### src/rtl/dhcp_vlg_core.sv
// DHCP client control core: sequences DISCOVER/REQUEST, filters replies by type and
// transaction ID, retries on timeout or NAK, and reports BOUND/FAIL.
module dhcp_vlg_core #(
    parameter int unsigned TIMEOUT  = 1250000,
    parameter int unsigned RETRIES  = 3,
    parameter logic [31:0] XID_INIT = 32'hdeadbeef
) (
    input  logic        clk,
    input  logic        rst,
    input  logic        start,
    output logic        tx_val,
    output logic [7:0]  tx_msg_type,
    output logic [31:0] tx_xid,
    output logic [31:0] tx_req_ip,
    output logic [31:0] tx_src_ip,
    output logic [31:0] tx_dst_ip,
    output logic [15:0] tx_ipv4_id,
    input  logic        tx_done,
    input  logic        rx_val,
    input  logic [7:0]  rx_msg_type,
    input  logic [31:0] rx_xid,
    input  logic [31:0] rx_yiaddr,
    output logic [31:0] assigned_ip,
    output logic        ip_ok,
    output logic        fail,
    output logic        busy
);

    localparam int unsigned TW = $clog2(TIMEOUT);
    localparam int unsigned AW = $clog2(RETRIES + 1);
    localparam logic [TW-1:0] TMR_LAST = TW'(TIMEOUT - 1);
    localparam logic [AW-1:0] ATT_MAX  = AW'(RETRIES);

    localparam logic [7:0] MSG_DISCOVER = 8'd1;
    localparam logic [7:0] MSG_OFFER    = 8'd2;
    localparam logic [7:0] MSG_REQUEST  = 8'd3;
    localparam logic [7:0] MSG_ACK      = 8'd5;
    localparam logic [7:0] MSG_NAK      = 8'd6;

    typedef enum logic [2:0] {
        IDLE,
        DISC_TX,
        OFFER_WAIT,
        REQ_TX,
        ACK_WAIT,
        BOUND,
        FAIL
    } state_t;

    state_t        state_q, state_d;
    logic [AW-1:0] attempt_q, attempt_d;
    logic [TW-1:0] tmr_q, tmr_d;
    logic [31:0]   offer_q, offer_d;
    logic [31:0]   assigned_q, assigned_d;
    logic          tx_val_q;
    logic [7:0]    msg_q;
    logic [31:0]   xid_q;
    logic [31:0]   req_ip_q;
    logic [15:0]   ipv4_id_q;
    logic          ip_ok_q, fail_q, busy_q;

    logic          offer_hit, ack_hit, nak_hit, tmo_hit;
    logic [AW-1:0] att_inc;
    logic          enter_disc, enter_req;

    assign offer_hit = rx_val && (rx_msg_type == MSG_OFFER) && (rx_xid == xid_q);
    assign ack_hit   = rx_val && (rx_msg_type == MSG_ACK)   && (rx_xid == xid_q);
    assign nak_hit   = rx_val && (rx_msg_type == MSG_NAK)   && (rx_xid == xid_q);
    assign tmo_hit   = (tmr_q == TMR_LAST);
    assign att_inc   = attempt_q + 1'b1;

    // Qualifying replies are tested before the terminal count so a same-cycle reply wins.
    always_comb begin
        state_d    = state_q;
        attempt_d  = attempt_q;
        tmr_d      = tmr_q;
        offer_d    = offer_q;
        assigned_d = assigned_q;
        case (state_q)
            IDLE, BOUND, FAIL: begin
                if (start) begin
                    state_d   = DISC_TX;
                    attempt_d = '0;
                end
            end
            DISC_TX: begin
                if (tx_done) begin
                    state_d = OFFER_WAIT;
                    tmr_d   = '0;
                end
            end
            OFFER_WAIT: begin
                tmr_d = tmr_q + 1'b1;
                if (offer_hit) begin
                    offer_d = rx_yiaddr;
                    state_d = REQ_TX;
                end else if (tmo_hit) begin
                    attempt_d = att_inc;
                    state_d   = (att_inc == ATT_MAX) ? FAIL : DISC_TX;
                end
            end
            REQ_TX: begin
                if (tx_done) begin
                    state_d = ACK_WAIT;
                    tmr_d   = '0;
                end
            end
            ACK_WAIT: begin
                tmr_d = tmr_q + 1'b1;
                if (ack_hit) begin
                    assigned_d = rx_yiaddr;
                    state_d    = BOUND;
                end else if (nak_hit || tmo_hit) begin
                    attempt_d = att_inc;
                    state_d   = (att_inc == ATT_MAX) ? FAIL : DISC_TX;
                end
            end
            default: state_d = IDLE;
        endcase
    end

    assign enter_disc = (state_d == DISC_TX) && (state_q != DISC_TX);
    assign enter_req  = (state_d == REQ_TX)  && (state_q != REQ_TX);

    // Transmit fields and status flags are loaded from the next state so they are
    // valid on the first cycle of the new state without any input-to-output path.
    always_ff @(posedge clk or negedge rst) begin
        if (!rst) begin
            state_q    <= IDLE;
            attempt_q  <= '0;
            tmr_q      <= '0;
            offer_q    <= '0;
            assigned_q <= '0;
            tx_val_q   <= 1'b0;
            msg_q      <= '0;
            xid_q      <= XID_INIT;
            req_ip_q   <= '0;
            ipv4_id_q  <= '0;
            ip_ok_q    <= 1'b0;
            fail_q     <= 1'b0;
            busy_q     <= 1'b0;
        end else begin
            state_q    <= state_d;
            attempt_q  <= attempt_d;
            tmr_q      <= tmr_d;
            offer_q    <= offer_d;
            assigned_q <= assigned_d;
            tx_val_q   <= 1'b0;
            if (enter_disc) begin
                tx_val_q  <= 1'b1;
                msg_q     <= MSG_DISCOVER;
                req_ip_q  <= '0;
                xid_q     <= xid_q + 32'd1;
                ipv4_id_q <= ipv4_id_q + 16'd1;
            end
            if (enter_req) begin
                tx_val_q  <= 1'b1;
                msg_q     <= MSG_REQUEST;
                req_ip_q  <= offer_d;
                ipv4_id_q <= ipv4_id_q + 16'd1;
            end
            ip_ok_q <= (state_d == BOUND);
            fail_q  <= (state_d == FAIL);
            busy_q  <= !(state_d inside {IDLE, BOUND, FAIL});
        end
    end

    assign tx_val      = tx_val_q;
    assign tx_msg_type = msg_q;
    assign tx_xid      = xid_q;
    assign tx_req_ip   = req_ip_q;
    assign tx_src_ip   = '0;
    assign tx_dst_ip   = '1;
    assign tx_ipv4_id  = ipv4_id_q;
    assign assigned_ip = assigned_q;
    assign ip_ok       = ip_ok_q;
    assign fail        = fail_q;
    assign busy        = busy_q;

endmodule

### config.mk
export PLATFORM = sky130hd
export DESIGN_NAME = dhcp_vlg_core
export DESIGN_NICKNAME = d
export VERILOG_FILES = /design/src/rtl/dhcp_vlg_core.sv
export SDC_FILE = /design/constraint.sdc
export NUM_CORES = 1
export LEC_CHECK = 0
export ABC_AREA = 0
export BUFFER_PORTS_ARGS = -buffer_cell sky130_fd_sc_hd__buf_4
export CAP_MARGIN = 20
export CORE_UTILIZATION = 53
export DETAILED_ROUTE_END_ITERATION = 16
export MAX_ROUTING_LAYER = met4
export PLACE_DENSITY = 0.91
export REMOVE_ABC_BUFFERS = 1
export SLEW_MARGIN = 20
export SYNTH_ARGS = -nofsm -noshare
export SYNTH_HDL_FRONTEND = slang
export SYNTH_SLANG_ARGS = --single-unit
### constraint.sdc
create_clock -name clk -period 9.9 [get_ports clk]
set_clock_uncertainty 0.1 [all_clocks]
set_input_delay 0.495 -clock clk [delete_from_list [all_inputs] [get_ports clk]]
set_output_delay 0.495 -clock clk [all_outputs]
set_load 0.005 [all_outputs]
==> Word-level counts from Yosys, hierarchy flattened <==
Cells that the tools add are included.
{ "classes": {"n_eq_ne": 24, "mux": 27, "reduce_logical": 22, "add_sub_neg": 4} }
{ "ops": {"columns": ["cell", "n"], "rows": [
  ["32-bit 2-to-1 mux", 4],
  ["21-bit one-hot mux with 2 select lines", 1],
  ["32-bit by 1-bit adder with 32-bit output (second input constant)", 1],
  ["32-bit equality test", 1],
  ["16-bit 2-to-1 mux", 2],
  ["3-bit 2-to-1 mux", 8],
  ["21-bit by 1-bit adder with 21-bit output (second input constant)", 1],
  ["21-bit equality test (second input constant)", 1],
  ["21-bit 2-to-1 mux", 1],
  ["16-bit by 1-bit adder with 16-bit output (second input constant)", 1],
  ["8-bit by 3-bit equality test with 1-bit output (second input constant)", 2],
  ["8-bit 2-to-1 mux", 2],
  ["3-bit equality test (second input constant)", 5],
  ["3-bit one-hot mux with 5 select lines", 1],
  ["2-bit 2-to-1 mux", 5],
  ["2-bit != test (second input constant)", 5],
  ["3-bit by 2-bit equality test with 1-bit output (second input constant)", 3],
  ["8-bit by 2-bit equality test with 1-bit output (second input constant)", 1],
  ["1-bit logical AND", 8],
  ["3-bit by 1-bit equality test with 1-bit output (second input constant)", 2],
  ["3-bit logical NOT", 2],
  ["2-bit one-hot mux with 3 select lines", 1],
  ["6-bit AND reduction", 1],
  ["3-bit nonzero test", 2],
  ["12 further kinds", 16]
]} }
{ "totals": {"output_inout_bits": 188, "register_bits": 182, "word_cells": 90} }

==> Longest topological paths before layout <==
{ "logic_depth": {"depth_word": 11, "ltp_mapped": 13, "mapped_depth_nobuf": 10} }

==> Worst setup path before layout <==
Ideal clock, no wire load.
{ "synth_path": {"kind": "input-to-reg", "from": "in rx_msg_type[5]", "to": "reg ipv4_id_q[1] (netlist: tx_ipv4_id[1])", "t_arrival_ps": 3122, "slack_ps": 6553, "stages": 9, "setup_ps": 125, "n_path_buf": 1, "cell_sequence": "nor4_2 nand2_1 or4_4 or4b_2 o211ai_1 or2_1 o31a_1 buf_2 mux2_2"} }
{ "synth_via": {"elab_chain_len": 10, "elab_cells_between_ends": 20, "classes_between": "eq/ne (5); mux (5); reduce/logical (10)"} }
{ "synth_rtl": {"columns": ["item", "line", "text"], "rows": [
  ["from (decl)", "20", "input logic [7:0] rx_msg_type,"],
  ["8-bit by 3-bit equality test with 1-bit output", "68", "assign nak_hit = rx_val && (rx_msg_type == MSG_NAK) && (rx_xid == xid_q);"],
  ["1-bit logical AND (2 in a row)", "68", null],
  ["1-bit logical OR", "113", "end else if (nak_hit || tmo_hit) begin"],
  ["3-bit 2-to-1 mux", "113", null],
  ["3-bit 2-to-1 mux", "110", "if (ack_hit) begin"],
  ["3-bit one-hot mux with 5 select lines *", "79", "case (state_q)"],
  ["via state_d[1]", "50", "state_t state_q, state_d;"],
  ["3-bit by 2-bit equality test with 1-bit output or 3-bit by 1-bit equality test with 1-bit output (tied branches)", "123, 122", null],
  ["1-bit logical AND (on tied branches)", "123, 122", null],
  ["16-bit 2-to-1 mux or 2-bit nonzero test (tied branches)", null, null],
  ["to (signal assigned)", "154", "ipv4_id_q <= ipv4_id_q + 16'd1;"],
  ["to (signal assigned)", "160", "ipv4_id_q <= ipv4_id_q + 16'd1;"],
  ["to (decl)", "59", "logic [15:0] ipv4_id_q;"]
]} }
The timed path passes the listed nets; every way through them passes the cells marked *.
A chain may end at the register's enable or synchronous reset.

==> Final worst setup path <==
{ "layout_path": {"from": "reg xid_q[3] (netlist: tx_xid[3])", "to": "reg ipv4_id_q[9] (netlist: tx_ipv4_id[9])"} }
{ "layout_via": {"elab_chain_len": 9, "elab_cells_between_ends": 15, "classes_between": "eq/ne (3); mux (5); reduce/logical (7)"} }
{ "layout_rtl": {"columns": ["item", "line", "text"], "rows": [
  ["from (decl)", "57", "logic [31:0] xid_q;"],
  ["from (signal assigned)", "153", "xid_q <= xid_q + 32'd1;"],
  ["32-bit equality test *", "66, 67, 68", null],
  ["1-bit logical AND", "68", null],
  ["1-bit logical OR", "113", null],
  ["3-bit 2-to-1 mux", "113", null],
  ["3-bit 2-to-1 mux", "110", null],
  ["3-bit one-hot mux with 5 select lines *", "79", null],
  ["via state_d[1]", "50", null],
  ["3-bit by 2-bit equality test with 1-bit output or 3-bit by 1-bit equality test with 1-bit output (tied branches)", "123, 122", null],
  ["1-bit logical AND (on tied branches)", "123, 122", null],
  ["16-bit 2-to-1 mux or 2-bit nonzero test (tied branches)", null, null]
]} }
Marked as above.

==> results by group <==
STA
  • Max Fclk: 248 MHz
  • Setup ws final: 5.87 ns
  • Slew headroom: 37.2%
  • Hold_ws: 0.206 ns
  • Final setup vio count: 0
  • Hold Fails Final Rpt: 0
  • Slew @ Worst Pin: 0.939 ns
  • Final worst path period share: 40.8%
  • Final Slew Violations: 0
  • RSZ-0062 raised after global routing: no
  • Sum Neg Setup Slack: 0 ns
  • Final min period: 4.03 ns

Flow run
  • Max_cap viols: 0

GRT
  • Global-route wire length before repair: 29,000 um
  • Total GRT Usage: 26.8%
  • Total gr overflow: 0
  • Pin count of the biggest net entering global routing: 79
  • Vias in the first global route: 5,648
  • Antenna violations before repair: 0

Pwr
  • Cell leakage power: 0.00463 uW
  • Maximum vdd drop: 0.128 mV
  • PwrDens: 185 nW/um^2

Synthesis
  • Dominant cells by area after synthesis: dfrtp_1 (41%), dfstp_2 (8.6%), buf_4 (7.5%), xor2_1 (6.0%), xnor2_1 (5.3%)
  • Cells after synthesis: 673
  • Most frequent cell after synthesis: dfrtp_1
  • Synth Flop Type: dfrtp_1
  • Synth area leader: dfrtp_1
  • Sequential share of the synthesized area: 49.7%
  • Synth cell count leaders: dfrtp_1 (120), buf_4 (73), xor2_1 (50), xnor2_1 (44), nand2_1 (40)
  • Synth Register Bits: 144
  • Library cells used by synthesis: 57
  • Top-area cell type share of the netlist area: 41.0%
  • Post-synth EDFFs: 0
  • Ys Warns: 0
  • Share of synthesized registers carrying an async set or reset: 100%
  • Syn Area/Cell: 10.9 sq um
  • Netlist Area Pre-Place: 7320 sq um

Clock network
  • # H-tree levels: 4
  • Reg clk slew, reported paths: 0.06 ns
  • Total CTS buffers: 17
  • CTS tree: yes
  • # Post-CTS Setup Buffers: 0
  • Clk sinks: 144
  • Clock Latency Late Sink: 0.42 ns
  • Bufs on Longest Clock Path: 2
  • Clk Tree Root Cell: clkbuf_16

Worst hold path
  • Worst min path class: in2reg

Die
  • Die width: 119 um
  • I/O pins: 265
  • Core Footprint: 13,300 sq um
  • Starting Density: 54.8%
  • Chip Height: 119 um
  • Site Rows: 42
  • Die area: 14,300 sq um

Run status
  • Status: finished clean

Layout
  • Layout area overhead: 26.4%
  • Share of cells above drive strength 1: 34.0%
  • Inserted Diodes: 0
  • Filler Cells Inserted: 958
  • Nets: 945
  • Final std cells w/o fill: 1,053
  • Final Instance Area: 9250 sq um

Place
  • Routability congestion estimate: 0.908
  • Post-DP Area: 8640 sq um
  • Port buffer count: 194
  • DP Cell Count: 1,020
  • HPWL after detailed placement: 12,500 um
  • Pre-CTS setup slack: 5.72 ns

Critical path
  • Critical path peak fanout: 31
  • CP Capture Type: flip-flop
  • Crit start category: flip-flop
  • Reg2reg start: tx_xid[3]
  • Reg2reg end: tx_ipv4_id[9]
  • Worst setup path endpoint: tx_ipv4_id[9]
  • Arrival time at the worst endpoint: 4.23 ns
  • Register-to-Register Setup Slack: 5.87 ns
  • Critical Path RT: 10.10 ns
  • CP Launch Point: tx_xid[3]
  • Crit Path Category: reg2reg
  • FF-to-FF path depth: 10

Route
  • DRT iter0 DRCs: 385
  • WL per Instance: 17.3 um
  • DRC: 0
  • DR vias/cell: 5.35
  • Final wirelength: 18,200 um
  • Post-route ant nets: 0
  • Vias: 5,636
  • DR pass1 iterations: 5
==> cell usage in the layout, fill, tap and decap left out, types with 6 or more instances in the layout <==
cell type / netlist / layout
nor2_1: 37 / 37
and3_1: 8 / 8
conb_1: 2 / 70
nor4_1: 12 / 12
mux2_2: 34 / 34
nor2b_1: 7 / 7
nand3_1: 31 / 31
buf_4: 73 / 198
and4_1: 6 / 6
dfstp_2: 24 / 24
clkbuf_16: 0 / 17
inv_1: 17 / 17
nand2_1: 40 / 40
nand4_1: 15 / 15
or3_1: 7 / 7
o21ai_0: 10 / 10
a21oi_1: 11 / 11
dfrtp_1: 120 / 120
nor3_1: 10 / 10
xor2_1: 50 / 50
xnor2_1: 44 / 44
a22o_1: 32 / 32
==> kinds of logic (layout without fill, tap and decap cells) <==
| family | Yosys count | count (layout) | synth area share [%] |
|---|---|---|---|
| simple gates | 208 | 208 | 15.7 |
| flops | 144 | 144 | 49.7 |
| buf+inv | 113 | 249 | 9.73 |
| xor+xnor | 94 | 94 | 11.3 |
| compound gates | 70 | 70 | 7.10 |
| mux | 38 | 38 | 5.80 |
| fa+ha+maj | 4 | 4 | 0.684 |
| other cells | 2 | 70 | 0.103 |
==> worst min path at each step <==
stage | startpoint | end | slack, ns | depth (start not counted)
2_1_floorplan | rst | assigned_ip[0] | 0.1 | 0
3_3_place_gp | tx_msg_type[1] | tx_msg_type[1] | 0.37 | 2
3_5_place_dp | tx_msg_type[0] | tx_msg_type[0] | 0.36 | 1
4_1_cts | rx_yiaddr[2] | tx_req_ip[2] | 0.19 | 2
5_1_grt | rx_yiaddr[2] | tx_req_ip[2] | 0.20 | 2
6_report | rx_yiaddr[2] | tx_req_ip[2] | 0.21 | 2
==> layer usage <==
layer | track usage (%) | up-vias | wire length (um)
met5 | - | - | 0
met1 | 34.6 | 2776 | 7660
met4 | 9.45 | 0 | 453
li1 | - | 2581 | -
met2 | 42.6 | 236 | 9120
met3 | 4.93 | 43 | 996
==> layout make-up <==
type	count	area (sq um)	area share (%)
sequential	144	3630	39.3
multi-input combinational	484	3230	34.9
timing repair buffer	200	1510	16.3
clock buffer	18	439	4.75
tap	176	220	2.38
clock inverter	14	156	1.69
inverter	17	63.8	0.690
==> power by group <==
part	internal (uW)	switching [uW]	leakage [uW]
clock	381	259	0.000281
sequential	637	73.6	0.00190
combinational	150	209	0.00245
total	1170	541	0.00463
==> metrics by stage <==
step,utilization [%],total power (uW)
after floorplan,-,905
after global placement,64.7,1050
after detailed placement,64.7,1070
after CTS,69.3,1710
after global routing,69.3,1790
final,69.3,1710
==> state kept, by name, summed over array words and instances, names as in the netlist, 2 cells and up <==
signal       cells
state_q          3
tx_msg_type      2
tx_req_ip       32
assigned_ip     32
attempt_q        2
tx_xid          32
tmr_q           21
tx_ipv4_id      16
==> worst max-delay path, stage by stage, from the launching register on <==
cell      delay (ns)
dfstp_2         0.62
xnor2_1         0.16
nand4_1         0.11
or4_4           0.57
or4b_2          0.63
o211ai_1        0.20
or2_1           0.24
o31a_2          0.46
buf_4           0.42
and4b_1         0.25
xor2_1          0.14
==> timing repair <==
item,in CTS,in global routing
gates resized for setup,0,0
hold buffers,1,0
hold endpoints to repair,42,0
No activity file was read; power rests on OpenSTA's default activity.
